### src/rtl/sprite_pkg.sv
// Shared types and constants for the sprite motion/render block.
package sprite_pkg;

    localparam int PX_W     = 11;
    localparam int PY_W     = 10;
    localparam int SCREEN_W = 800;
    localparam int SCREEN_H = 600;

    typedef enum logic [2:0] {
        DIR_IDLE  = 3'b000,
        DIR_LEFT  = 3'b001,
        DIR_RIGHT = 3'b010,
        DIR_DOWN  = 3'b011,
        DIR_UP    = 3'b100
    } dir_e;

endpackage

### src/rtl/sprite_dir_fsm.sv
// Direction FSM driven by level buttons, plus the rate divider that paces move ticks.
module sprite_dir_fsm
    import sprite_pkg::*;
#(
    parameter int MOVE_DIV = 4
) (
    input  logic clk,
    input  logic reset,
    input  logic i_left,
    input  logic i_right,
    input  logic i_up,
    input  logic i_down,
    output dir_e o_state,
    output logic o_move_tick
);

    localparam int              DIV_W    = (MOVE_DIV > 1) ? $clog2(MOVE_DIV) : 1;
    localparam logic [DIV_W-1:0] DIV_LAST = DIV_W'(MOVE_DIV - 1);

    dir_e             r_state;
    dir_e             w_next;
    logic [DIV_W-1:0] r_div;
    logic [DIV_W-1:0] w_div_next;
    logic             r_tick;
    logic             w_tick_next;

    // Next state depends only on the buttons, so any state (even an illegal
    // code) lands on a legal one after a single cycle.
    always_comb begin
        w_next = DIR_IDLE;
        if (i_up)         w_next = DIR_UP;
        else if (i_down)  w_next = DIR_DOWN;
        else if (i_left)  w_next = DIR_LEFT;
        else if (i_right) w_next = DIR_RIGHT;
    end

    always_comb begin
        w_div_next  = '0;
        w_tick_next = 1'b0;
        if (r_state != DIR_IDLE && w_next == r_state) begin
            if (r_div == DIV_LAST) begin
                w_tick_next = 1'b1;
            end else begin
                w_div_next = r_div + DIV_W'(1);
            end
        end
    end

    always_ff @(posedge clk) begin
        if (reset) begin
            r_state <= DIR_IDLE;
            r_div   <= '0;
            r_tick  <= 1'b0;
        end else begin
            r_state <= w_next;
            r_div   <= w_div_next;
            r_tick  <= w_tick_next;
        end
    end

    assign o_state     = r_state;
    assign o_move_tick = r_tick;

endmodule

### src/rtl/sprite_motion_render.sv
// Moves one sprite from direction buttons and renders it into the pixel stream
// as ROM address / element select / pixel enable, one cycle behind the pixel.
module sprite_motion_render
    import sprite_pkg::*;
#(
    parameter int INIT_X   = 50,
    parameter int INIT_Y   = 300,
    parameter int SIZE_X   = 25,
    parameter int SIZE_Y   = 25,
    parameter int NUM_ELEM = 4,
    parameter int ELEM_SEL = 1,
    parameter int ADDR_W   = 10,
    parameter int OFF_W    = 6,
    parameter int MOVE_DIV = 4,
    parameter int SCREEN_W = sprite_pkg::SCREEN_W,
    parameter int SCREEN_H = sprite_pkg::SCREEN_H
) (
    input  logic                clk,
    input  logic                reset,
    input  logic                i_left,
    input  logic                i_right,
    input  logic                i_up,
    input  logic                i_down,
    input  logic [PX_W-1:0]     i_pixel_x,
    input  logic [PY_W-1:0]     i_pixel_y,
    input  logic                i_video_en,
    input  logic [OFF_W-1:0]    i_offset_x,
    input  logic [OFF_W-1:0]    i_offset_y,
    output logic [2:0]          o_state,
    output logic                o_move_tick,
    output logic [PX_W-1:0]     o_pos_x,
    output logic [PY_W-1:0]     o_pos_y,
    output logic                o_enable,
    output logic [ADDR_W-1:0]   o_address,
    output logic [NUM_ELEM-1:0] o_element
);

    localparam logic [PX_W-1:0]     X_MAX    = PX_W'(SCREEN_W - SIZE_X);
    localparam logic [PY_W-1:0]     Y_MAX    = PY_W'(SCREEN_H - SIZE_Y);
    localparam logic [NUM_ELEM-1:0] ELEM_HOT = NUM_ELEM'(1) << ELEM_SEL;

    dir_e              w_state;
    logic              w_move_tick;
    logic [PX_W-1:0]   r_pos_x;
    logic [PY_W-1:0]   r_pos_y;

    sprite_dir_fsm #(
        .MOVE_DIV (MOVE_DIV)
    ) u_dir_fsm (
        .clk         (clk),
        .reset       (reset),
        .i_left      (i_left),
        .i_right     (i_right),
        .i_up        (i_up),
        .i_down      (i_down),
        .o_state     (w_state),
        .o_move_tick (w_move_tick)
    );

    // The tick is registered alongside the state that produced it, so the
    // direction to apply is simply the current state.
    always_ff @(posedge clk) begin
        if (reset) begin
            r_pos_x <= PX_W'(INIT_X);
            r_pos_y <= PY_W'(INIT_Y);
        end else if (w_move_tick) begin
            unique case (w_state)
                DIR_LEFT:  if (r_pos_x != '0)  r_pos_x <= r_pos_x - PX_W'(1);
                DIR_RIGHT: if (r_pos_x < X_MAX) r_pos_x <= r_pos_x + PX_W'(1);
                DIR_DOWN:  if (r_pos_y < Y_MAX) r_pos_y <= r_pos_y + PY_W'(1);
                DIR_UP:    if (r_pos_y != '0)  r_pos_y <= r_pos_y - PY_W'(1);
                default:   ;
            endcase
        end
    end

    // Box test one bit wider than the coordinates so pos+SIZE cannot wrap.
    logic [PX_W:0]     w_x_lo;
    logic [PX_W:0]     w_x_hi;
    logic [PY_W:0]     w_y_lo;
    logic [PY_W:0]     w_y_hi;
    logic [PX_W:0]     w_px;
    logic [PY_W:0]     w_py;
    logic              w_hit;
    logic [PX_W-1:0]   w_lx;
    logic [PY_W-1:0]   w_ly;
    logic [ADDR_W-1:0] w_addr;

    assign w_px   = {1'b0, i_pixel_x};
    assign w_py   = {1'b0, i_pixel_y};
    assign w_x_lo = {1'b0, r_pos_x};
    assign w_y_lo = {1'b0, r_pos_y};
    assign w_x_hi = w_x_lo + (PX_W+1)'(SIZE_X);
    assign w_y_hi = w_y_lo + (PY_W+1)'(SIZE_Y);

    assign w_hit = i_video_en
                && (w_px >= w_x_lo) && (w_px < w_x_hi)
                && (w_py >= w_y_lo) && (w_py < w_y_hi);

    assign w_lx = i_pixel_x - r_pos_x;
    assign w_ly = i_pixel_y - r_pos_y;

    // Offsets select an animation frame laid out in the same ROM; the
    // address wraps modulo the ROM size by truncation.
    assign w_addr = ADDR_W'((32'(w_ly) + 32'(i_offset_y)) * 32'(SIZE_X)
                          + 32'(w_lx) + 32'(i_offset_x));

    always_ff @(posedge clk) begin
        if (reset) begin
            o_enable  <= 1'b0;
            o_address <= '0;
            o_element <= '0;
        end else begin
            o_enable  <= w_hit;
            o_address <= w_hit ? w_addr   : '0;
            o_element <= w_hit ? ELEM_HOT : '0;
        end
    end

    assign o_state     = w_state;
    assign o_move_tick = w_move_tick;
    assign o_pos_x     = r_pos_x;
    assign o_pos_y     = r_pos_y;

endmodule

### config.mk
export PLATFORM = sky130hd
export DESIGN_NAME = sprite_motion_render
export DESIGN_NICKNAME = d
export VERILOG_FILES = /design/src/rtl/sprite_pkg.sv /design/src/rtl/sprite_dir_fsm.sv /design/src/rtl/sprite_motion_render.sv
export SDC_FILE = /design/constraint.sdc
export NUM_CORES = 1
export LEC_CHECK = 0
export CAP_MARGIN = 5
export CORE_MARGIN = 3
export CORE_UTILIZATION = 55
export CTS_CLUSTER_DIAMETER = 80
export DETAILED_ROUTE_END_ITERATION = 10
export PLACE_DENSITY = 0.88
export SETUP_SLACK_MARGIN = 0.05
export SLEW_MARGIN = 40
export SYNTH_ARGS = -nofsm -noshare
export SYNTH_HDL_FRONTEND = slang
export SYNTH_SLANG_ARGS = --single-unit
### constraint.sdc
create_clock -name clk -period 9.18 [get_ports clk]
set_input_delay 0.918 -clock clk [delete_from_list [all_inputs] [get_ports clk]]
set_output_delay 0.918 -clock clk [all_outputs]
set_load 0.02 [all_outputs]
# Word level (Yosys, flattened, before mapping)
# Cells that the tools add are included.
# word_totals
register_bits	42
elab_cells	66
# op_classes
add_sub_neg	12
mul	1
order_cmp	6
n_eq_ne	10
muxes	12
bitwise_logic	2
reduce_logical	15
# op_table
operator	n
two-way mux 11 bit	2
one-hot mux 11 bit (2 select lines)	1
two-way mux 10 bit	2
one-hot mux 10 bit (2 select lines)	1
subtractor 10 bit	2
adder 11 x 5 -> 12 bit, second input constant	1
less-than comparator 11 x 12 -> 1 bit	1
adder 10 x 5 -> 11 bit, second input constant	1
adder 10 x 6 -> 11 bit	1
adder 11 x 1 -> 11 bit, second input constant	1
>= comparator 11 bit	1
less-than comparator 10 x 11 -> 1 bit	1
less-than comparator 11 x 10 -> 1 bit, second input constant	1
multiplier 11 x 5 -> 10 bit, second input constant	1
nonzero test 11 bit	1
subtractor 11 x 1 -> 11 bit, second input constant	1
adder 10 x 1 -> 10 bit, second input constant	1
adder 10 bit	1
adder 10 x 6 -> 10 bit	1
>= comparator 10 bit	1
less-than comparator 10 bit, second input constant	1
nonzero test 10 bit	1
subtractor 10 x 1 -> 10 bit, second input constant	1
two-way mux 3 bit	3
16 further kinds	29

# Logic depth before layout (Yosys ltp)
# Gate-level depths: netlist (run 1).
# logic_depth
ltp_word	8
mapped_depth	24

# Cells and area by module
# Synthesis (run 1) repeated with hierarchy kept, for this count alone.
# hier_totals
hier_cells	562
area_unflattened_um2	4977.3
# modules_own_cells
mod	instances	cells_each	area_per_inst_um2
sprite_motion_render	1	538	4724.5
sprite_dir_fsm	1	24	252.7

# Least setup slack after synthesis (run 1)
# No wires, ideal clock.
# synth_timing
path_kind	input -> register
startpoint	input port i_pixel_y[0]
endpoint	register o_address[9]
arrival_ns	6.073
required_time_ns	9.065
path_slack_ns	2.993
stages	22
n_path_buf	0
cell_sequence	inv_1 ha_1 fa_1 inv_1 ha_1 a21o_1 a21oi_1 xnor2_1 inv_1 fa_1 fa_1 inv_1 fa_1 fa_1 ha_1 nand2_1 o21ai_0 o41ai_1 xnor2_1 xnor3_1 xnor2_1 nor2_1
# synth_between
elab_chain_len	5
# synth_lines
element	line_no	rtl
from (decl)	sprite_motion_render.sv:25	input logic [PY_W-1:0] i_pixel_y,
subtractor 10 bit or >= comparator 10 bit (tied branches)	sprite_motion_render.sv:101, sprite_motion_render.sv:98	
adder 10 x 6 -> 11 bit or logical AND 1 bit (tied branches)	sprite_motion_render.sv:105, sprite_motion_render.sv:98	
multiplier 11 x 5 -> 10 bit or logical AND 1 bit (tied branches)	sprite_motion_render.sv:105, sprite_motion_render.sv:98	
adder 10 bit or inverter 1 bit (tied branches)	n/a	
adder 10 x 6 -> 10 bit or OR reduction 2 bit (tied branches)	n/a	
to (signal assigned)	sprite_motion_render.sv:115	o_address <= w_hit ? w_addr : '0;
to (decl)	sprite_motion_render.sv:34	output logic [ADDR_W-1:0] o_address,
# Several ways; a longest one is shown, not always the timed one.
# A chain may end at the register's enable or synchronous reset.

# Worst setup path after layout (run 1)
# Same ends and word-level chain as after synthesis.

==> results of run 1 <==
[flip-flops by register name, summed over array words and instances, names as in the netlist]
name,flops
u_dir_fsm.o_move_tick,1
o_pos_y,10
u_dir_fsm.o_state,3
o_address,10
o_element,1
u_dir_fsm.r_div,2
o_pos_x,11
[how the worst min path moves through the flow]
stage | from | end | slack (ns)
after floorplan | u_dir_fsm.r_div[0]$_SDFF_PP0_ | u_dir_fsm.r_div[0]$_SDFF_PP0_ | 0.41
after global placement | u_dir_fsm.r_div[0]$_SDFF_PP0_ | u_dir_fsm.r_div[0]$_SDFF_PP0_ | 0.42
after detailed placement | u_dir_fsm.r_div[0]$_SDFF_PP0_ | u_dir_fsm.r_div[0]$_SDFF_PP0_ | 0.43
after CTS | u_dir_fsm.r_div[0]$_SDFF_PP0_ | u_dir_fsm.r_div[0]$_SDFF_PP0_ | 0.44
after global routing | u_dir_fsm.r_div[0]$_SDFF_PP0_ | u_dir_fsm.r_div[0]$_SDFF_PP0_ | 0.46
final | u_dir_fsm.r_div[0]$_SDFF_PP0_ | u_dir_fsm.r_div[0]$_SDFF_PP0_ | 0.44
[worst max-delay path: cells and delay by family]
kind	cells	cell delay, ns
simple gates	1	0.06
xor+xnor	3	0.71
fa+ha+maj	8	3.68
compound gates	3	0.83
buf+inv	5	0.72
[metrics by stage]
step,utilization [%],area [sq um],total power [uW],std cells
2_1_floorplan,-,5012,792.8,596
3_3_place_gp,66.65,5841,895.3,769
3_5_place_dp,66.69,5844,947.0,769
4_1_cts,67.93,5953,1099,777
5_1_grt,67.93,5953,1198,777
6_report,67.93,5953,1099,777
[cells by family (layout without fill, tap and decap cells)]
logic type / Yosys count / in the layout / share of synthesized area [%]
AND/OR/NAND/NOR: 155 / 155 / 14.98
AO/OA/AOI/OAI: 124 / 124 / 16.15
adder cells (fa/ha/maj): 121 / 121 / 34.45
buffers and inverters: 89 / 162 / 7.200
XOR/XNOR: 61 / 61 / 10.95
flip-flops: 38 / 38 / 15.20
multiplexers: 5 / 5 / 1.000
other: 1 / 3 / 0.07493
[report_power, final]
part / switching [uW] / internal [uW]
Sequential: 1.94 / 167
Combinational: 397 / 382
Clock: 70.8 / 80.2
Total: 470 / 629
[synth_stat cells (8+ instances only)]
| library cell | number | area, sq um |
|---|---|---|
| a21o_1 | 14 | 105.1 |
| a21oi_1 | 37 | 185.2 |
| dfxtp_1 | 38 | 760.7 |
| fa_1 | 28 | 560.5 |
| ha_1 | 93 | 1164 |
| inv_1 | 75 | 281.5 |
| nand2_1 | 31 | 116.4 |
| nand3_1 | 14 | 70.07 |
| nor2_1 | 59 | 221.5 |
| nor2b_1 | 10 | 62.56 |
| nor3_1 | 13 | 65.06 |
| o211ai_1 | 8 | 60.06 |
| o21a_1 | 10 | 75.07 |
| o21ai_0 | 20 | 100.1 |
| xnor2_1 | 44 | 385.4 |
| xor2_1 | 16 | 140.1 |
[metal layers]
layer / track usage (%) / vias up
li1: - / 2185
met1: 30.48 / 2155
met2: 44.47 / 136
met3: 4.063 / 31
met4: 8.384 / 0
met5: 0 / -
[final cells by class]
cell class | count | area share (%)
Multi-Input combinational cell | 469 | 65.43
Sequential cell | 38 | 12.78
Timing Repair Buffer | 76 | 12.78
Inverter | 78 | 4.918
Tap cell | 108 | 2.270
Clock buffer | 5 | 1.156
Clock inverter | 3 | 0.6726
==> reports/metrics.yaml, run 1 <==
worst_setup_path:
  r2r_cells: 21
  endpoint: "o_address[9]$_SDFF_PP0_"
  cp-startpoint: "i_pixel_y[0]"
  critPathArrivalTime_ns: 6.95
  path_cells: "clkdlybuf4s50_1, inv_1, ha_1, fa_1, inv_1, fa_1, inv_1, fa_1, fa_1, fa_1, inv_1, fa_1, ha_1, a21oi_1, o21ai_0, o41ai_1, xnor2_1, xnor3_1, xnor2_1, nor2_1"
  worstPathRequired_ns: 9.39
  max_stage_delay_ns: 0.59
  cp_common_cell: "fa_1"
  rrSetupSlack_ns: 3.04
  r2r-start: "o_pos_y[1]$_SDFFE_PP0P_"
  startpoint_type: "primary input"
  endpoint_kind: "flop"
  critPathKind: "primary input to flop"
  crit_fanout: 3
  crit_path_top_delay_cell: "fa_1"
  r2r_end: "o_address[9]$_SDFF_PP0_"
clock_tree:
  cts_root_buf: "clkbuf_8"
  clockBufferDepth: 2
  clkTransAtPathRegs_ns: 0.09
  ctsResizeCount: 0
  cts_sinks: 38
  post_cts_buffers: 0
  cts_tree: "done"
  numCtsBuffers: 5
  htreeDepth: 2
  clk_latency_ns: 0.31
  postCtsHoldBufs: 0
placement:
  hpwlAfterDp_microns: 10220
  io_buffers: 76
  pre_cts_ws_ns: 2.072
  finalWeightedCongestion: 0.8945
sta:
  max_freq_mhz: 148.5
  fin_setup_tns_ns: 0
  worst_pin_slew_ns: 0.7475
  final_hold_viol_count: 0
  maxSlewViolCount: 0
  finalWorstSetupSlack_ns: 2.445
  fin_hold_ws_ns: 0.4398
  fin_crit_ns: 6.735
  rsz0062_at_grt: "no"
  finalCritPeriodShare_pct: 73.37
  slew_headroom_pct: 50.16
  fin_skew_ns: 0.01077
  finalSetupViolCount: 0
finish:
  layout_commonest_cell: "ha_1"
  seq_area_sq_um: 760.7
  final_cell_mix: "ha_1 (93), clkdlybuf4s50_1 (76), inv_1 (75), nor2_1 (59), xnor2_1 (44)"
  antenna_cells: 0
  drive_above_1_share_pct: 2.990
  fillCellCount: 700
  area_growth_pct: 18.95
  nets: 829
  multiInputGateArea_sq_um: 3895
logic_synthesis:
  yosysSeqAreaShare_pct: 15.20
  netlist_instances: 594
  synth_edf_count: 0
  synth.distinct_cells: 59
  synthFlopType: "dfxtp_1"
  postSynth.asyncResetShare_pct: 0
  yosysWarnings: 0
  yosys_register_bits: 38
  syn_area_per_cell_sq_um: 8.426
  synth.cell_area_sq_um: 5005
grt:
  grt_overflow: 0
  grt_start_max_net_pins: 19
  grt_usage_pct: 24.96
  first_global_vias: 4605
  grt_pass1_wl_microns: 20760
  antenna_found_initial: 0
die:
  start_util_pct: 57.11
  dieArea_sq_um: 10280
  die_height_microns: 101.4
  fp-row-count: 34
  core_sq_um: 8763
  boundaryPins: 80
  die_w_microns: 101.4
power_and_ir_drop:
  p_per_area_nw_per_um2: 184.6
  leakage_uw: 0.002712
  peakVddDrop_mv: 0.1188
run:
  cap_violations: 0
detailed_routing:
  wl_met2_microns: 6234
  vias: 4507
  wl_microns: 12450
  routed.top_layer: "met4"
  via_per_inst: 5.801
  remaining_drc_errors: 0
  wl_met1_microns: 5399
  wl_per_cell_microns: 16.03
  wl_met3_microns: 530
  first_iter_violations: 185
  drt_pre_antenna_iters: 5
  ant_nets: 0
status:
  status: "complete, no violations"
worst_hold_path:
  hold_path.class: "flop to flop"
  whs_path_depth: 1
No activity file was read; power rests on OpenSTA's default activity.
==> run 2: changes to the inputs <==
clock period = 6.85 ns   (was 9.18 ns; I/O delays follow)
==> reports/metrics.yaml, run 2 (same netlist as run 1, synthesis figures left out) <==
finish:
  fillCellCount: 695  # was 700
  nets: 830  # was 829
  area_growth_pct: 19.10  # was 18.95%
  final_cell_mix: "ha_1 (93), clkdlybuf4s50_1 (76), inv_1 (75), nor2_1 (59), xnor2_1 (44)"  # unchanged
  drive_above_1_share_pct: 3.134  # was 2.990%
  largest_reg_flops: 11  # unchanged
  antenna_cells: 0  # unchanged
  layout_commonest_cell: "ha_1"  # unchanged
power_and_ir_drop:
  clkPwrFrac_pct: 13.7  # about the same
  p_sw_share_pct: 42.05  # was 42.78%
  leakage_uw: 0.002717  # was 0.002712 uW
  p_switching_uw: 613.8  # was 470.2 uW
  p_int_uw: 845.7  # was 629.0 uW
  power_uw: 1460  # was 1099 uW
  p_per_area_nw_per_um2: 244.9  # was 184.6 nW/um^2
  peakVddDrop_mv: 0.1901  # was 0.1188 mV
  pwr-share-seq_pct: 15.5  # was 15.4%
  p_comb_share_pct: 70.8  # was 70.9%
die:
  die_w_microns: 101.4  # unchanged
  core_sq_um: 8763  # unchanged
  fp-row-count: 34  # unchanged
  die_height_microns: 101.4  # unchanged
  start_util_pct: 57.11  # unchanged
  dieArea_sq_um: 10280  # unchanged
  boundaryPins: 80  # unchanged
sta:
  fin_skew_ns: 0.01371  # was 0.01077 ns
  finalCritPeriodShare_pct: 93.40
  max_freq_mhz: 156.3
  worst_pin_slew_ns: 0.7374  # was 0.7475 ns
  slew_headroom_pct: 50.83  # was 50.16%
  fin_setup_tns_ns: 0  # unchanged
  finalSetupViolCount: 0  # unchanged
  final_hold_viol_count: 0  # unchanged
  rsz0062_at_grt: "no"  # unchanged
  fin_crit_ns: 6.398
  maxSlewViolCount: 0  # unchanged
worst_setup_path:
  worstPathRequired_ns: 7.06  # was 9.39 ns
  cp_top_family: "adder cells"  # unchanged
  crit_path_top_delay_cell: "fa_1"  # unchanged
  critPathArrivalTime_ns: 6.60  # was 6.95 ns
  endpoint_kind: "flop"  # unchanged
  crit_fanout: 4  # was 3
  cp_common_cell: "fa_1"  # unchanged
  crit_buf_inv: 5  # unchanged
  startpoint_type: "primary input"  # unchanged
  critPathKind: "primary input to flop"  # unchanged
  max_stage_delay_ns: 0.54  # was 0.59 ns
  path_cells: "clkdlybuf4s50_1, inv_1, ha_1, fa_1, inv_1, ha_1, a21o_1, a21oi_1, xnor2_1, inv_1, fa_1, fa_1, inv_1, fa_1, fa_1, ha_1, nand2_1, o21ai_0, o41ai_1, xnor2_1, xnor3_1, xnor2_1, nor2_1"  # was clkdlybuf4s50_1, inv_1, ha_1, fa_1, inv_1, fa_1, inv_1, fa_1, fa_1, fa_1, inv_1, fa_1, ha_1, a21oi_1, o21ai_0, o41ai_1, xnor2_1, xnor3_1, xnor2_1, nor2_1
placement:
  io_buffers: 76  # unchanged
  finalWeightedCongestion: 0.9036  # was 0.8945
  hpwlAfterDp_microns: 10490  # was 10220 microns
detailed_routing:
  wl_met2_microns: 6542  # was 6234 microns
  ant_nets: 0  # unchanged
  remaining_drc_errors: 0  # unchanged
  first_iter_violations: 207  # was 185
  via_per_inst: 5.937  # was 5.801
  wl_per_cell_microns: 16.58  # was 16.03 microns
  vias: 4619  # was 4507
  wl_met3_microns: 696  # was 530 microns
  wl_microns: 12900  # was 12450 microns
  drt_pre_antenna_iters: 9  # was 5
  wl_met1_microns: 5285  # was 5399 microns
  routed.top_layer: "met4"  # unchanged
clock_tree:
  clk_latency_ns: 0.31  # about the same
  postCtsHoldBufs: 0  # unchanged
  ctsResizeCount: 0  # unchanged
  clockBufferDepth: 2  # unchanged
  cts_root_buf: "clkbuf_8"  # unchanged
  post_cts_buffers: 0  # unchanged
  cts_tree: "done"  # unchanged
  clkTransAtPathRegs_ns: 0.09  # about the same
  cts_sinks: 38  # unchanged
  htreeDepth: 2  # unchanged
  numCtsBuffers: 5  # unchanged
status:
  status: "complete, no violations"  # unchanged
grt:
  grt_overflow: 0  # unchanged
  antenna_found_initial: 0  # unchanged
  first_global_vias: 4811  # was 4605
  grt_pass1_wl_microns: 21790  # was 20760 microns
  grt_usage_pct: 25.99  # was 24.96%
  grt_start_max_net_pins: 19  # unchanged
run:
  cap_violations: 0  # unchanged
worst_hold_path:
  hold_path.class: "flop to flop"  # unchanged
-- run 2: worst reg2reg max path, delay by kind of cell (launching register included) --
| family | cells | cell delay (ns) |
|---|---|---|
| fa+ha+maj | 7 | 2.97 |
| xor+xnor | 4 | 0.94 |
| compound gates | 4 | 0.90 |
| flops | 1 | 0.51 |
| buf+inv | 3 | 0.34 |
| simple gates | 3 | 0.29 |
-- run 2: final cells by class --
cell class,count,area (sq um),area share [%]
clock buffers,5,68.82,1.154
clock inverters,3,40.04,0.6717
inverters,78,292.8,4.912
multi-input cells,469,3895,65.34
flip-flops and latches,38,760.7,12.76
well taps,108,135.1,2.267
repair buffers,77,768.2,12.89
-- run 2: path summary, 6_finish.rpt --
| path | depth (start not counted) | slack, ns | start | endpoint |
|---|---|---|---|---|
| worst max-delay path | 23 | 0.45 | i_pixel_y[0] | o_address[9]$_SDFF_PP0_ |
| worst min-delay path | 1 | 0.47 | u_dir_fsm.r_div[0]$_SDFF_PP0_ | u_dir_fsm.r_div[0]$_SDFF_PP0_ |
| worst max register to register | 21 | 0.80 | o_pos_y[1]$_SDFFE_PP0P_ | o_address[9]$_SDFF_PP0_ |
| worst min register to register | 1 | 0.47 | u_dir_fsm.r_div[0]$_SDFF_PP0_ | u_dir_fsm.r_div[0]$_SDFF_PP0_ |
-- run 2: per-layer routing --
metal	GRT usage [%]	up-vias
li1	-	2191
met1	32.34	2191
met2	46.03	185
met3	3.719	52
met4	8.589	0
met5	0	-
-- run 2: metrics by stage --
stage / utilization [%] / std cells / area [sq um] / hold slack [ns] / worst slack, ns
3_3_place_gp: 66.73 / 770 / 5848 / 0.4159 / 0.2185
5_1_grt: 68.02 / 778 / 5961 / 0.4634 / 0.1645
4_1_cts: 68.02 / 778 / 5961 / 0.4533 / 0.4199
6_report: 68.02 / 778 / 5961 / 0.4657 / 0.4524
3_5_place_dp: 66.78 / 770 / 5852 / 0.4405 / 0.06527
2_1_floorplan: - / 596 / 5012 / 0.4084 / 0.8957
-- run 2: power groups by stage --
stage	Sequential [uW]	Combinational [uW]	Clock, uW
2_1_floorplan	235	827	0
3_3_place_gp	232	968	0
3_5_place_dp	232	1030	0
4_1_cts	227	1030	201
5_1_grt	227	1180	210
6_report	227	1030	199
==> run 3: changes to the inputs <==
CORE_MARGIN = default   (was 3)
GPL_ROUTABILITY_DRIVEN = 0   (was default)
==> reports/metrics.yaml, run 3 (same netlist as run 1, synthesis figures left out) <==
status:
  status: "complete, no violations"  # unchanged
clock_tree:
  cts_root_buf: "clkbuf_8"  # unchanged
  cts_sinks: 38  # unchanged
  clkTransAtPathRegs_ns: 0.10  # was 0.09 ns
  clk_latency_ns: 0.31  # about the same
  cts_tree: "done"  # unchanged
  postCtsHoldBufs: 0  # unchanged
  htreeDepth: 2  # unchanged
  clockBufferDepth: 2  # unchanged
  numCtsBuffers: 5  # unchanged
detailed_routing:
  vias: 4434  # was 4619
  via_per_inst: 5.699  # was 5.937
  wl_met3_microns: 456  # was 696 microns
  wl_microns: 12020  # was 12900 microns
  ant_nets: 0  # unchanged
  remaining_drc_errors: 0  # unchanged
  first_iter_violations: 177  # was 207
  drt_pre_antenna_iters: 5  # was 9
  wl_per_cell_microns: 15.45  # was 16.58 microns
  wl_met2_microns: 5964  # was 6542 microns
  wl_met1_microns: 5333  # was 5285 microns
  routed.top_layer: "met4"  # unchanged
grt:
  grt_overflow: 0  # unchanged
  first_global_vias: 4479  # was 4811
  grt_start_max_net_pins: 19  # unchanged
  grt_usage_pct: 25.81  # was 25.99%
  grt_pass1_wl_microns: 20070  # was 21790 microns
  antenna_found_initial: 0  # unchanged
finish:
  largest_reg_flops: 11  # unchanged
  seq_area_sq_um: 760.7  # unchanged
  finalInstanceArea_sq_um: 5968  # was 5961 sq um
  antenna_cells: 0  # unchanged
  drive_above_1_share_pct: 3.284  # was 3.134%
  final_cell_mix: "ha_1 (93), clkdlybuf4s50_1 (76), inv_1 (75), nor2_1 (59), xnor2_1 (44)"  # unchanged
  layout_commonest_cell: "ha_1"  # unchanged
  multiInputGateArea_sq_um: 3902  # was 3895 sq um
  area_growth_pct: 19.25  # was 19.10%
  nets: 830  # unchanged
  fillCellCount: 676  # was 695
power_and_ir_drop:
  p_comb_share_pct: 71.3  # was 70.8%
  p_switching_uw: 634.4  # was 613.8 uW
  p_per_area_nw_per_um2: 249.9  # was 244.9 nW/um^2
  power_uw: 1491  # was 1460 uW
  p_sw_share_pct: 42.54  # was 42.05%
  leakage_uw: 0.002722  # was 0.002717 uW
  clkPwrFrac_pct: 13.5  # was 13.7%
  p_int_uw: 856.8  # was 845.7 uW
  pwr-share-seq_pct: 15.2  # was 15.5%
  peakVddDrop_mv: 0.1884  # was 0.1901 mV
sta:
  worst_pin_slew_ns: 0.7524  # was 0.7374 ns
  fin_skew_ns: 0.01912  # was 0.01371 ns
  slew_headroom_pct: 49.84  # was 50.83%
  maxSlewViolCount: 0  # unchanged
  finalSetupViolCount: 0  # unchanged
  finalCritPeriodShare_pct: 92.70  # was 93.40%
  max_freq_mhz: 157.5  # was 156.3 MHz
  final_hold_viol_count: 0  # unchanged
  fin_setup_tns_ns: 0  # unchanged
  rsz0062_at_grt: "no"  # unchanged
  fin_crit_ns: 6.350  # was 6.398 ns
die:
  die_w_microns: 97.39  # was 101.4 microns
  start_util_pct: 57.11  # unchanged
  fp-row-count: 34  # unchanged
  dieArea_sq_um: 9485  # was 10280 sq um
  core_sq_um: 8763  # unchanged
  boundaryPins: 80  # unchanged
  die_height_microns: 97.39  # was 101.4 microns
worst_setup_path:
  max_stage_delay_ns: 0.54  # about the same
  endpoint_kind: "flop"  # unchanged
  path_cells: "clkdlybuf4s50_1, inv_1, ha_1, fa_1, inv_1, ha_1, a21o_1, a21oi_1, xnor2_1, inv_1, fa_1, fa_1, inv_1, fa_1, fa_1, ha_1, nand2_1, o21ai_0, o41ai_2, xnor2_1, xnor3_1, xnor2_1, nor2_1"  # was clkdlybuf4s50_1, inv_1, ha_1, fa_1, inv_1, ha_1, a21o_1, a21oi_1, xnor2_1, inv_1, fa_1, fa_1, inv_1, fa_1, fa_1, ha_1, nand2_1, o21ai_0, o41ai_1, xnor2_1, xnor3_1, xnor2_1, nor2_1
  cp_common_cell: "fa_1"  # unchanged
  critPathArrivalTime_ns: 6.56  # was 6.60 ns
  crit_buf_inv: 5  # unchanged
  cp-startpoint: "i_pixel_y[0]"  # unchanged
  rrSetupSlack_ns: 0.87  # was 0.80 ns
  worstPathRequired_ns: 7.06  # about the same
  critPathKind: "primary input to flop"  # unchanged
  r2r-start: "o_pos_y[1]$_SDFFE_PP0P_"  # unchanged
  crit_path_top_delay_cell: "fa_1"  # unchanged
  crit_fanout: 4  # unchanged
  startpoint_type: "primary input"  # unchanged
  cp_top_family: "adder cells"  # unchanged
worst_hold_path:
  hold_path.class: "flop to flop"  # unchanged
  min_from: "u_dir_fsm.r_div[0]$_SDFF_PP0_"  # unchanged
placement:
  hpwlAfterDp_microns: 9968  # was 10490 microns
  io_buffers: 76  # unchanged
  dpl_cell_area_sq_um: 5852  # unchanged
run:
  cap_violations: 0  # unchanged
-- run 3: cell counts in the layout (fill, tap and decap cells not counted) --
No cell type changed its count.
-- run 3: path summary, 6_finish.rpt --
kind	end	depth (start not counted)
max reg2reg	o_address[9]$_SDFF_PP0_	23
min reg2reg	u_dir_fsm.r_div[0]$_SDFF_PP0_	1
max	o_address[9]$_SDFF_PP0_	23
min	u_dir_fsm.r_div[0]$_SDFF_PP0_	1
-- run 3: repair_timing --
item                                    CTS  global route
resized for setup                         0             1
buffers inserted                          0             0
endpoints found under the setup margin    0             1
-- run 3: area by class of cell --
class                      count  area share [%]
multi-input combinational    469           65.39
timing repair buffer          77           12.87
sequential                    38           12.75
inverter                      78           4.906
tap                          108           2.264
clock buffer                   5           1.153
clock inverter                 3          0.6709
-- run 3: layer usage --
metal	GRT usage [%]	up-vias
met1	31.32	2101
met3	3.309	27
met4	8.032	0
met2	47.07	120
li1	-	2186
met5	0	-
-- run 3: stage by stage --
step / utilization, % / hold WS (ns) / cells / setup slack, ns
global route: 68.10 / 0.4709 / 778 / 0.1955
CTS: 68.02 / 0.4626 / 778 / 0.3660
detailed placement: 66.78 / 0.4525 / 770 / 0.03872
floorplan: - / 0.4084 / 596 / 0.8957
global placement: 66.73 / 0.4158 / 770 / 0.2230
finish: 68.10 / 0.4638 / 778 / 0.5001
-- run 3: power by group through the flow --
stage	clock (uW)	sequential [uW]	combinational, uW
floorplan	0	235	827
global placement	0	232	967
detailed placement	0	232	1030
CTS	201	227	1040
global route	212	227	1180
finish	201	227	1060
